==> config.mk <==
export PLATFORM = sky130hd
export DESIGN_NAME = bus_arbiter
export DESIGN_NICKNAME = d
export VERILOG_FILES = /design/src/rtl/bus_arbiter.sv
export SDC_FILE = /design/constraint.sdc
export NUM_CORES = 1
export LEC_CHECK = 0
export CORE_ASPECT_RATIO = 1.75
export CORE_MARGIN = 4
export CORE_UTILIZATION = 40
export DETAILED_ROUTE_END_ITERATION = 8
export GPL_TIMING_DRIVEN = 0
export PLACE_DENSITY_LB_ADDON = 0.12
export SLEW_MARGIN = 20
export SYNTH_ARGS = -nofsm -noshare
export SYNTH_HDL_FRONTEND = slang
export SYNTH_SLANG_ARGS = --single-unit
==> constraint.sdc <==
create_clock -name clk -period 10.1 [get_ports clk]
set_input_delay 3.03 -clock clk [delete_from_list [all_inputs] [get_ports clk]]
set_output_delay 3.03 -clock clk [all_outputs]
set_load 0.03 [all_outputs]
==> src/rtl/bus_arbiter.sv <==
`default_nettype none
// ============================================================================
//  Module   : bus_arbiter
//  Purpose  : Registered round-robin shared-bus driver with lock support.
//  Revision : 1.0  initial release
// ============================================================================
module bus_arbiter #(
  parameter int WIDTH    = 16,
  parameter int CHANNELS = 4,
  parameter int CNT_W    = 8
) (
  input  logic                      clk,
  input  logic                      rst,
  input  logic [CHANNELS*WIDTH-1:0] in,
  input  logic [CHANNELS-1:0]       req,
  input  logic [CHANNELS-1:0]       lock,
  output logic [CHANNELS-1:0]       grant,
  output logic [WIDTH-1:0]          bus,
  output logic                      bus_valid,
  output logic                      conflict,
  output logic [CNT_W-1:0]          conflict_cnt
);

  localparam int PTR_W = $clog2(CHANNELS);

  logic [PTR_W-1:0]    r_ptr;
  logic [CHANNELS-1:0] r_grant;
  logic [WIDTH-1:0]    r_bus;
  logic                r_valid;
  logic                r_conflict;
  logic [CNT_W-1:0]    r_cnt;

  logic                w_locked;
  logic [WIDTH-1:0]    w_lock_data;
  logic                w_found;
  logic [CHANNELS-1:0] w_sel_grant;
  logic [WIDTH-1:0]    w_sel_data;
  logic [PTR_W-1:0]    w_next_ptr;
  logic                w_seen;
  logic                w_multi;

  always_comb begin : p_decide
    int idx;
    idx         = 0;
    w_locked    = 1'b0;
    w_lock_data = '0;
    w_found     = 1'b0;
    w_sel_grant = '0;
    w_sel_data  = '0;
    w_next_ptr  = r_ptr;
    w_seen      = 1'b0;
    w_multi     = 1'b0;

    // grant is one-hot, so at most one channel can satisfy the lock test
    for (int k = 0; k < CHANNELS; k++) begin
      if (r_grant[k] && req[k] && lock[k]) begin
        w_locked    = 1'b1;
        w_lock_data = in[k*WIDTH +: WIDTH];
      end
    end

    for (int i = 0; i < CHANNELS; i++) begin
      idx = int'(r_ptr) + i;
      if (idx >= CHANNELS) idx = idx - CHANNELS;
      if (!w_found && req[idx]) begin
        w_found          = 1'b1;
        w_sel_grant[idx] = 1'b1;
        w_sel_data       = in[idx*WIDTH +: WIDTH];
        w_next_ptr       = (idx == CHANNELS - 1) ? '0 : PTR_W'(idx + 1);
      end
    end

    for (int j = 0; j < CHANNELS; j++) begin
      if (req[j]) begin
        if (w_seen) w_multi = 1'b1;
        w_seen = 1'b1;
      end
    end
  end

  always_ff @(posedge clk) begin
    if (rst) begin
      r_ptr      <= '0;
      r_grant    <= '0;
      r_bus      <= '0;
      r_valid    <= 1'b0;
      r_conflict <= 1'b0;
      r_cnt      <= '0;
    end else begin
      r_conflict <= w_multi;
      if (w_multi && (r_cnt != {CNT_W{1'b1}})) r_cnt <= r_cnt + CNT_W'(1);

      if (w_locked) begin
        r_bus   <= w_lock_data;
        r_valid <= 1'b1;
      end else if (w_found) begin
        r_grant <= w_sel_grant;
        r_bus   <= w_sel_data;
        r_ptr   <= w_next_ptr;
        r_valid <= 1'b1;
      end else begin
        // idle: bus deliberately keeps its last value
        r_grant <= '0;
        r_valid <= 1'b0;
      end
    end
  end

  assign grant        = r_grant;
  assign bus          = r_bus;
  assign bus_valid    = r_valid;
  assign conflict     = r_conflict;
  assign conflict_cnt = r_cnt;

endmodule
`default_nettype wire

### Word-level counts from Yosys, hierarchy flattened

Index checks and enable logic that the tools add are counted.

| storage, ports and cells | value |
|---|---|
| bits in registers | 32 |
| input bits | 74 |
| logic and storage cells | 131 |

| operators by class | value |
|---|---|
| $add $sub $neg | 12 |
| order comparisons | 12 |
| equal/unequal tests | 5 |
| shift operators | 4 |
| multiplexer cells | 66 |
| bitwise gates (word level) | 4 |
| reductions and logical operators | 22 |

Operators with widths:

| operator | count |
|---|---|
| 64-bit by 32-bit indexed part select with 16-bit output | 4 |
| 16-bit two-way mux | 10 |
| 32-bit by 3-bit equality test with 1-bit output, second input constant | 4 |
| 32-bit by 1-bit greater-or-equal comparator with 1-bit output, second input constant | 4 |
| 32-bit by 4-bit less-than comparator with 1-bit output, second input constant | 4 |
| 32-bit two-way mux | 4 |
| 1-bit two-way mux | 31 |
| 4-bit two-way mux | 5 |
| 1-bit logical AND | 16 |
| 2-bit two-way mux | 8 |
| 4-bit OR | 3 |
| 3-bit by 3-bit subtractor with 4-bit output, second input constant | 3 |
| 3-bit greater-or-equal comparator, second input constant | 3 |
| 2-bit adder, second input constant | 4 |
| 8-bit by 1-bit adder with 8-bit output, second input constant | 1 |
| 1-bit binary-select mux with 2-bit select | 4 |
| 1-bit demux with 2-bit select | 4 |
| 8-bit != test, second input constant | 1 |
| 2-bit by 2-bit adder with 3-bit output, second input constant | 2 |
| 4-bit nonzero test | 1 |
| 2-bit by 3-bit subtractor with 4-bit output, second input constant | 1 |
| 2-bit by 1-bit adder with 3-bit output, second input constant | 1 |
| 2-bit by 3-bit greater-or-equal comparator with 1-bit output, second input constant | 1 |
| 1-bit logical NOT | 3 |
| other kinds (3) | 3 |

### Depth between registers and ports, before layout

Gate-level depths: netlist of the first run.

| depth | value |
|---|---|
| depth after elaboration | 17 |
| depth in mapped cells | 13 |
| depth with buffers taken out | 7 |

### Least setup slack after synthesis of the first run

OpenSTA, ideal clock, no wires.

| path | value |
|---|---|
| path type | in2reg |
| from | in req[1] |
| to | reg r_bus[14], in the netlist bus[14] |
| data arrival time | 4.819 ns |
| setup slack | 5.190 ns |
| stages | 7 |
| cells stage by stage | clkbuf_1 mux4_2 buf_6 or3_4 nor3_4 nand2_1 a311oi_1 |

| on the way | value |
|---|---|
| word-level cells in the longest chain between the ends | 15 |
| elaborated cells between the ends (all ways) | 37 |

RTL lines:

| what | line | source |
|---|---|---|
| from (decl) | 15 | `input logic [CHANNELS-1:0] req,` |
| 1-bit binary-select mux with 2-bit select | 65 | `if (!w_found && req[idx]) begin` |
| 1-bit two-way mux (implied by the code) (2 in a row) | 65 |  |
| 1-bit two-way mux | 65 |  |
| 1-bit logical NOT | 65 |  |
| 1-bit logical AND | 65 |  |
| 1-bit two-way mux | 65 |  |
| 1-bit logical NOT | 65 |  |
| 1-bit logical AND | 65 |  |
| 1-bit two-way mux | 65 |  |
| 1-bit logical NOT | 65 |  |
| 1-bit logical AND | 65 |  |
| 16-bit two-way mux | 65 |  |
| 16-bit two-way mux | 96 | `end else if (w_found) begin` |
| 16-bit two-way mux | 93 | `if (w_locked) begin` |
| to (signal assigned) | 94 | `r_bus <= w_lock_data;` |
| to (signal assigned) | 98 | `r_bus <= w_sel_data;` |
| to (decl) | 28 | `logic [WIDTH-1:0] r_bus;` |

Several ways; a longest one is shown, not always the timed one. The select of a mux whose other input is x is not followed.
A chain may end at the register's enable or synchronous reset.

### Worst setup path in the final report of the first run

| path | value |
|---|---|
| from | in req[1] |
| to | reg r_bus[8], in the netlist bus[8] |

The elaborated chain is that of the path after synthesis.

==> results.toml, run 1 <==
[status]
status = "completed"

[floorplanning]
ios = 104
fp.coreArea_um2 = 11100
die_h_um = 149
fp.dieArea_um2 = 13100
die_x_um = 88.3
rows = 51
initial_core_util_pct = 40.7

[clock_tree]
cts_sinks = 32
clockBufferDepth = 2
cts-root-buf = "clkbuf_16"
clock_latency_ps = 290
clk_pin_slew_ps = 60
cts_tree = "done"
htreeDepth = 2
cts_buffers = 5
cts_hold_buf = 0
post_cts_resized = 0
post-cts-setup-buffers = 0

[critical_path]
crit_top_cell = "clkbuf_1"
critPathBufInv = 5
end_kind = "flip-flop"
critPathTopFamily = "buffers and inverters"
crit_required_ps = 10280
slowest_stage = "clkbuf_1"
critical_path_class = "input port to flip-flop"
slowest_delay_ps = 590
worstPathCellList = "clkdlybuf4s50_1, clkbuf_1, and3_1, clkbuf_1, or4_1, buf_2, clkbuf_1, a211oi_1, a221oi_1"
crit_fanout = 10
cp_data_arrival_time_ps = 6130
start_kind = "input port"

[routing]
drt-total-wl_mm = 19.6
wl_per_cell_um = 26.8
drtAntennaViolNets = 0
vias = 5258
drt-initial-drc-count = 501
viasPerCell = 7.18
dr.pass1.iters = 5
drc_errors = 0

[cells_and_area]
final_net_count = 682
syn2layout_area_growth_pct = 29.4
antenna_cells = 0
final_cells = 732
layout-drive-gt1-share_pct = 17.0
utilization_pct = 52.7

[min_path]
min_path_type = "flip-flop to flip-flop"

[global_route]
grt_pass1_wl_mm = 29.6
grt_pass1_vias = 5339
grt_max_degree = 13
overflow = 0
track_usage_pct = 29.7
antenna_found_initial = 0

[placement]
placed_cells = 725
hpwlAfterDp_mm = 14.2
gp_congestion = 0.952
io_buffer_count = 101

[yosys]
yosys-top-cells-area = "mux4_2, dfxtp_1, mux2i_1"
yosysTopAreaCellShare_pct = 25.9
ys.flop_type = "dfxtp_1"
yosysWarnings = 0
synth_area_per_cell_um2 = 9.18
netlist_area_um2 = 4520
ys_ff_latch = 32
synth_cells = 492
ys_async_sr_fraction_pct = 0
yosysTopAreaCell = "mux4_2"
synth_cell_types = 58
syn-num-nets = 574
synth-edff-count = 0
ys_seq_area_share_pct = 14.2

[power]
irDropWorstVdd_mv = 0.111
p_leak_nw = 1.95
power.density_nw_per_um2 = 265

[timing]
rsz0062_at_grt = "no"
hold_ws_ps = 489
worst_slew_pin_slew_ps = 1150
slew_viol_final = 0
fmax_ghz = 0.168
setup_viol_count_final = 0
fin_crit_sh_pct = 58.9
fin_setup_tns_ps = 0
max_slew_margin_pct = 23.0
finClkSkew_ps = 12.3
post-route-min-period_ps = 5950
hold_viol = 0

[flow_run]
max_cap_violations = 0
==> worst reg2reg max path, delay by kind of cell, from the launching register on <==
| family | cells | cell delay [ps] |
|---|---|---|
| muxes | 1 | 610 |
| AOI/OAI and AO/OA | 2 | 410 |
| DFF | 1 | 440 |
| buffers and inverters | 6 | 1850 |
| and+or+nand+nor | 2 | 1130 |
| adders and majority gates | 1 | 350 |
==> per-stage QoR <==
step	cell area, um2	setup slack [ps]	power [mW]
final	5850	4150	1.55
after global routing	5850	4010	1.63
after CTS	5850	4260	1.53
after detailed placement	5690	3980	1.36
after global placement	5690	4030	1.35
after floorplan	4520	5190	1.01
==> logic make-up after synthesis <==
kind of cell    count (synthesis)  share of synthesized area [%]
fa+ha+maj                       9                           2.44
mux                            89                           34.2
simple gates                  150                           17.8
flops                          32                           14.2
buf+inv                        57                           5.57
xor+xnor                        6                           1.16
compound gates                149                           24.7
==> state kept, by name (all words and copies together) (netlist names) <==
| signal | flops |
|---|---|
| conflict_cnt | 8 |
| grant | 4 |
| bus_valid | 1 |
| conflict | 1 |
| bus | 16 |
| r_ptr | 2 |
==> cells in the mapped netlist, drive strengths merged, types with 4 or more instances <==
master,n
xnor2,6
a211oi,10
nor3,7
o211ai,8
and3,5
o221ai,13
nor2,31
nand4,6
buf,23
a211o,9
nand2b,9
mux2i,34
mux4,52
a221oi,19
ha,8
a31oi,8
nand3,39
a2bb2oi,5
o221a,8
o21ai,24
and2,8
nand2,22
o22ai,4
nand3b,4
clkbuf,30
dfxtp,32
a21oi,27
nor4,5
==> worst paths after layout <==
| path | from | endpoint | slack [ps] | depth (start not counted) |
|---|---|---|---|---|
| max | req[1] | bus[8]$_SDFFE_PP0P_ | 4150 | 9 |
| min | bus[11]$_SDFFE_PP0P_ | bus[11]$_SDFFE_PP0P_ | 490 | 2 |
| max reg2reg | r_ptr[0]$_SDFFE_PP0P_ | bus[0]$_SDFFE_PP0P_ | 5150 | 12 |
| min reg2reg | bus[11]$_SDFFE_PP0P_ | bus[11]$_SDFFE_PP0P_ | 490 | 2 |
==> layer usage <==
metal  vias up  GRT usage, %  part of all wire, %
met5         -             0                    0
met1      2537          34.5                   35
met4         0          15.9                  5.3
met2       404          51.5                   51
li1       2229             -                    -
met3        88          4.10                  9.1
==> area by class of cell <==
| type | count | area [um2] |
|---|---|---|
| repair buffers | 101 | 1010 |
| inverters | 4 | 15.0 |
| well taps | 132 | 165 |
| plain buffers | 53 | 236 |
| clock buffers | 7 | 153 |
| multi-input cells | 403 | 3630 |
| flip-flops and latches | 32 | 641 |
| fillers | 1088 | 5260 |
==> where the power goes <==
group	total [mW]	leakage (nW)	internal [mW]	switching, mW
logic	1.18	1.61	0.510	0.675
registers	0.199	0.265	0.166	0.0328
clock network	0.168	0.0760	0.104	0.0643
total	1.55	1.95	0.780	0.772
==> cells in the final DEF (no fill, tap or decap), types with 3 or more instances in the layout <==
cell,count
clkbuf_1,30
o221a_2,8
mux2i_1,34
nand3_1,39
o211ai_1,8
a211o_1,9
mux4_2,52
nand3b_1,4
a2bb2oi_1,5
ha_1,8
nor2b_1,3
nor2_1,30
nor4_1,4
a221oi_1,13
buf_2,18
mux2_2,3
o21ai_0,23
and2_1,8
a21oi_1,27
xnor2_1,6
o221ai_1,13
nor3_1,6
nand2_1,22
buf_1,3
nand4_1,6
o22ai_1,4
clkdlybuf4s50_1,101
a31oi_1,8
and3_1,5
clkbuf_16,5
dfxtp_1,32
nand2b_1,9
a221oi_2,6
a211oi_1,10
inv_1,3
No activity file was read; power rests on OpenSTA's default activity.
==> run 2, diff against run 1 <==
==> constraint.sdc (replaced) <==
create_clock -name clk -period 5.39 [get_ports clk]
set_input_delay 1.617 -clock clk [delete_from_list [all_inputs] [get_ports clk]]
set_output_delay 1.617 -clock clk [all_outputs]
set_load 0.03 [all_outputs]
==> run 2 against run 1 <==
Cell count unchanged. Non-clock buffer count is the same. Count of clock-buffer cells in the layout is the same. Sequential power rose by 87%. Utilization unchanged. Clock skew up 0.59 ps. Largest cell class unchanged.
==> results.toml, run 2 (same netlist as run 1, synthesis figures left out) <==
[timing]
fin_setup_tns_ps = 0
finClkSkew_ps = 12.9
hold_viol = 0
fin_crit_sh_pct = 93.2
setup_viol_count_final = 0
fmax_ghz = 0.199
worst_slew_pin_slew_ps = 1230
slew_viol_final = 0
post-route-min-period_ps = 5020
max_slew_margin_pct = 17.5
rsz0062_at_grt = "no"
timing.final.ws_setup_ps = 366

[critical_path]
crit_top_cell = "buf_2"
crit_required_ps = 5540
cp_data_arrival_time_ps = 5170
critPathTopFamily = "buffers and inverters"
r2r_end = "bus[0]$_SDFFE_PP0P_"
crit_fanout = 10
slowest_delay_ps = 990
worstPathCellList = "buf_6, buf_2, clkbuf_1, inv_1, ha_1, buf_2, mux4_2, buf_2, nor3b_1, o221ai_1, nand4_1, a31oi_1"
end_kind = "flip-flop"
critPathBufInv = 6
critical_path_class = "flip-flop to flip-flop"
start_kind = "flip-flop"
slowest_stage = "nor3b_1"
r2r_slack_ps = 370
ff2ff_path_depth = 12
r2r_start = "r_ptr[0]$_SDFFE_PP0P_"

[min_path]
hold_start = "bus[11]$_SDFFE_PP0P_"
hold_end = "bus[11]$_SDFFE_PP0P_"
min_path_type = "flip-flop to flip-flop"
holdPathStages = 2

[power]
p_int_mw = 1.46
power.density_nw_per_um2 = 498
p_seq_share_pct = 12.8
switching_share_pct = 49.8
p_total_mw = 2.91
pwr-share-clk_pct = 10.8
power.switching_mw = 1.45
p_leak_nw = 1.95
irDropWorstVdd_mv = 0.210
combPwrFrac_pct = 76.4

[placement]
io_buffer_count = 101
hpwlAfterDp_mm = 14.2
dpl-instance-area_um2 = 5690
dp_slack_ps = 569
gp_congestion = 0.952

[clock_tree]
clock_latency_ps = 290
post-cts-setup-buffers = 0
cts_tree = "done"
cts_buffers = 5
cts_hold_buf = 0
cts_sinks = 32
clockBufferDepth = 2
post_cts_resized = 0
clk_pin_slew_ps = 70
cts-root-buf = "clkbuf_16"
htreeDepth = 2

[floorplanning]
initial_core_util_pct = 40.7
die_h_um = 149
rows = 51
ios = 104
fp.coreArea_um2 = 11100
die_x_um = 88.3
fp.dieArea_um2 = 13100

[routing]
drc_errors = 0
wl_per_cell_um = 26.7
drtAntennaViolNets = 0
dr.pass1.iters = 6
viasPerCell = 7.18
drt-initial-drc-count = 525
drt-total-wl_mm = 19.6
vias = 5256

[cells_and_area]
layout-drive-gt1-share_pct = 17.0
antenna_cells = 0
regArea_um2 = 641
largest_register_ffs = 16
multiInputGateArea_um2 = 3630
syn2layout_area_growth_pct = 29.4
final_net_count = 682
final_area_um2 = 5850
fillers = 1088
utilization_pct = 52.7
mostFrequentLayoutCells = "clkdlybuf4s50_1, mux4_2, nand3_1"
layout_commonest_cell = "clkdlybuf4s50_1"

[global_route]
grt_pass1_vias = 5334
grt_max_degree = 13
antenna_found_initial = 0
grt_pass1_wl_mm = 29.5
track_usage_pct = 29.7
overflow = 0

[status]
status = "completed"

[flow_run]
max_cap_violations = 0
run 2: cell counts in the layout (fill, tap and decap cells not counted):
Identical to the previous run, type by type.
run 2: final cells by class:
cell class | count | area share, %
clock buffer | 7 | 2.61
multi-input combinational | 403 | 62.0
tap | 132 | 2.82
timing repair buffer | 101 | 17.3
buffer | 53 | 4.04
sequential | 32 | 11.0
inverter | 4 | 0.257
run 2: worst max-delay path by stage:
stage,from,to,slack (ps),depth (start not counted)
CTS,r_ptr[0]$_SDFFE_PP0P_,bus[0]$_SDFFE_PP0P_,550,12
global placement,r_ptr[0]$_SDFFE_PP0P_,bus[0]$_SDFFE_PP0P_,620,12
floorplan,r_ptr[0]$_SDFFE_PP0P_,bus[11]$_SDFFE_PP0P_,1760,12
finish,r_ptr[0]$_SDFFE_PP0P_,bus[0]$_SDFFE_PP0P_,370,12
global route,r_ptr[0]$_SDFFE_PP0P_,bus[3]$_SDFFE_PP0P_,250,12
detailed placement,r_ptr[0]$_SDFFE_PP0P_,bus[4]$_SDFFE_PP0P_,570,12
run 2: tightest hold or removal path, stage by stage, from the launching register on:
cell and delay (ps):
dfxtp_1 320, nand2_1 70, a221oi_2 50
run 2: metrics by stage:
stage | hold WS, ps | std cells
finish | 489 | 732
global route | 515 | 732
CTS | 492 | 732
detailed placement | 484 | 725
global placement | 479 | 725
floorplan | 604 | 492
run 2: routing by layer:
metal  wire length [um]  up-vias  GRT usage, %
met5                  0        -             0
met4                962        0          16.0
met3               1750       81          4.10
met2              10100      396          51.2
met1               6790     2550          34.5
li1                   -     2229             -
run 2: power groups by stage:
stage          registers, mW  clock network [mW]  logic (mW)
2_1_floorplan          0.491                   0        1.40
3_3_place_gp           0.374                   0        2.15
3_5_place_dp           0.377                   0        2.17
4_1_cts                0.372               0.319        2.18
5_1_grt                0.382               0.329        2.33
6_report               0.373               0.314        2.22
==> run 3, diff against run 2 <==
--- a/config.mk
+++ b/config.mk
@@ -8,6 +8,7 @@
 export CORE_ASPECT_RATIO = 1.75
 export CORE_MARGIN = 4
 export CORE_UTILIZATION = 40
+export CTS_CLUSTER_SIZE = 10
 export DETAILED_ROUTE_END_ITERATION = 8
 export GPL_TIMING_DRIVEN = 0
 export PLACE_DENSITY_LB_ADDON = 0.12
==> results of run 3 <==
Final layout, timing and power as in run 2 (identical DEF).
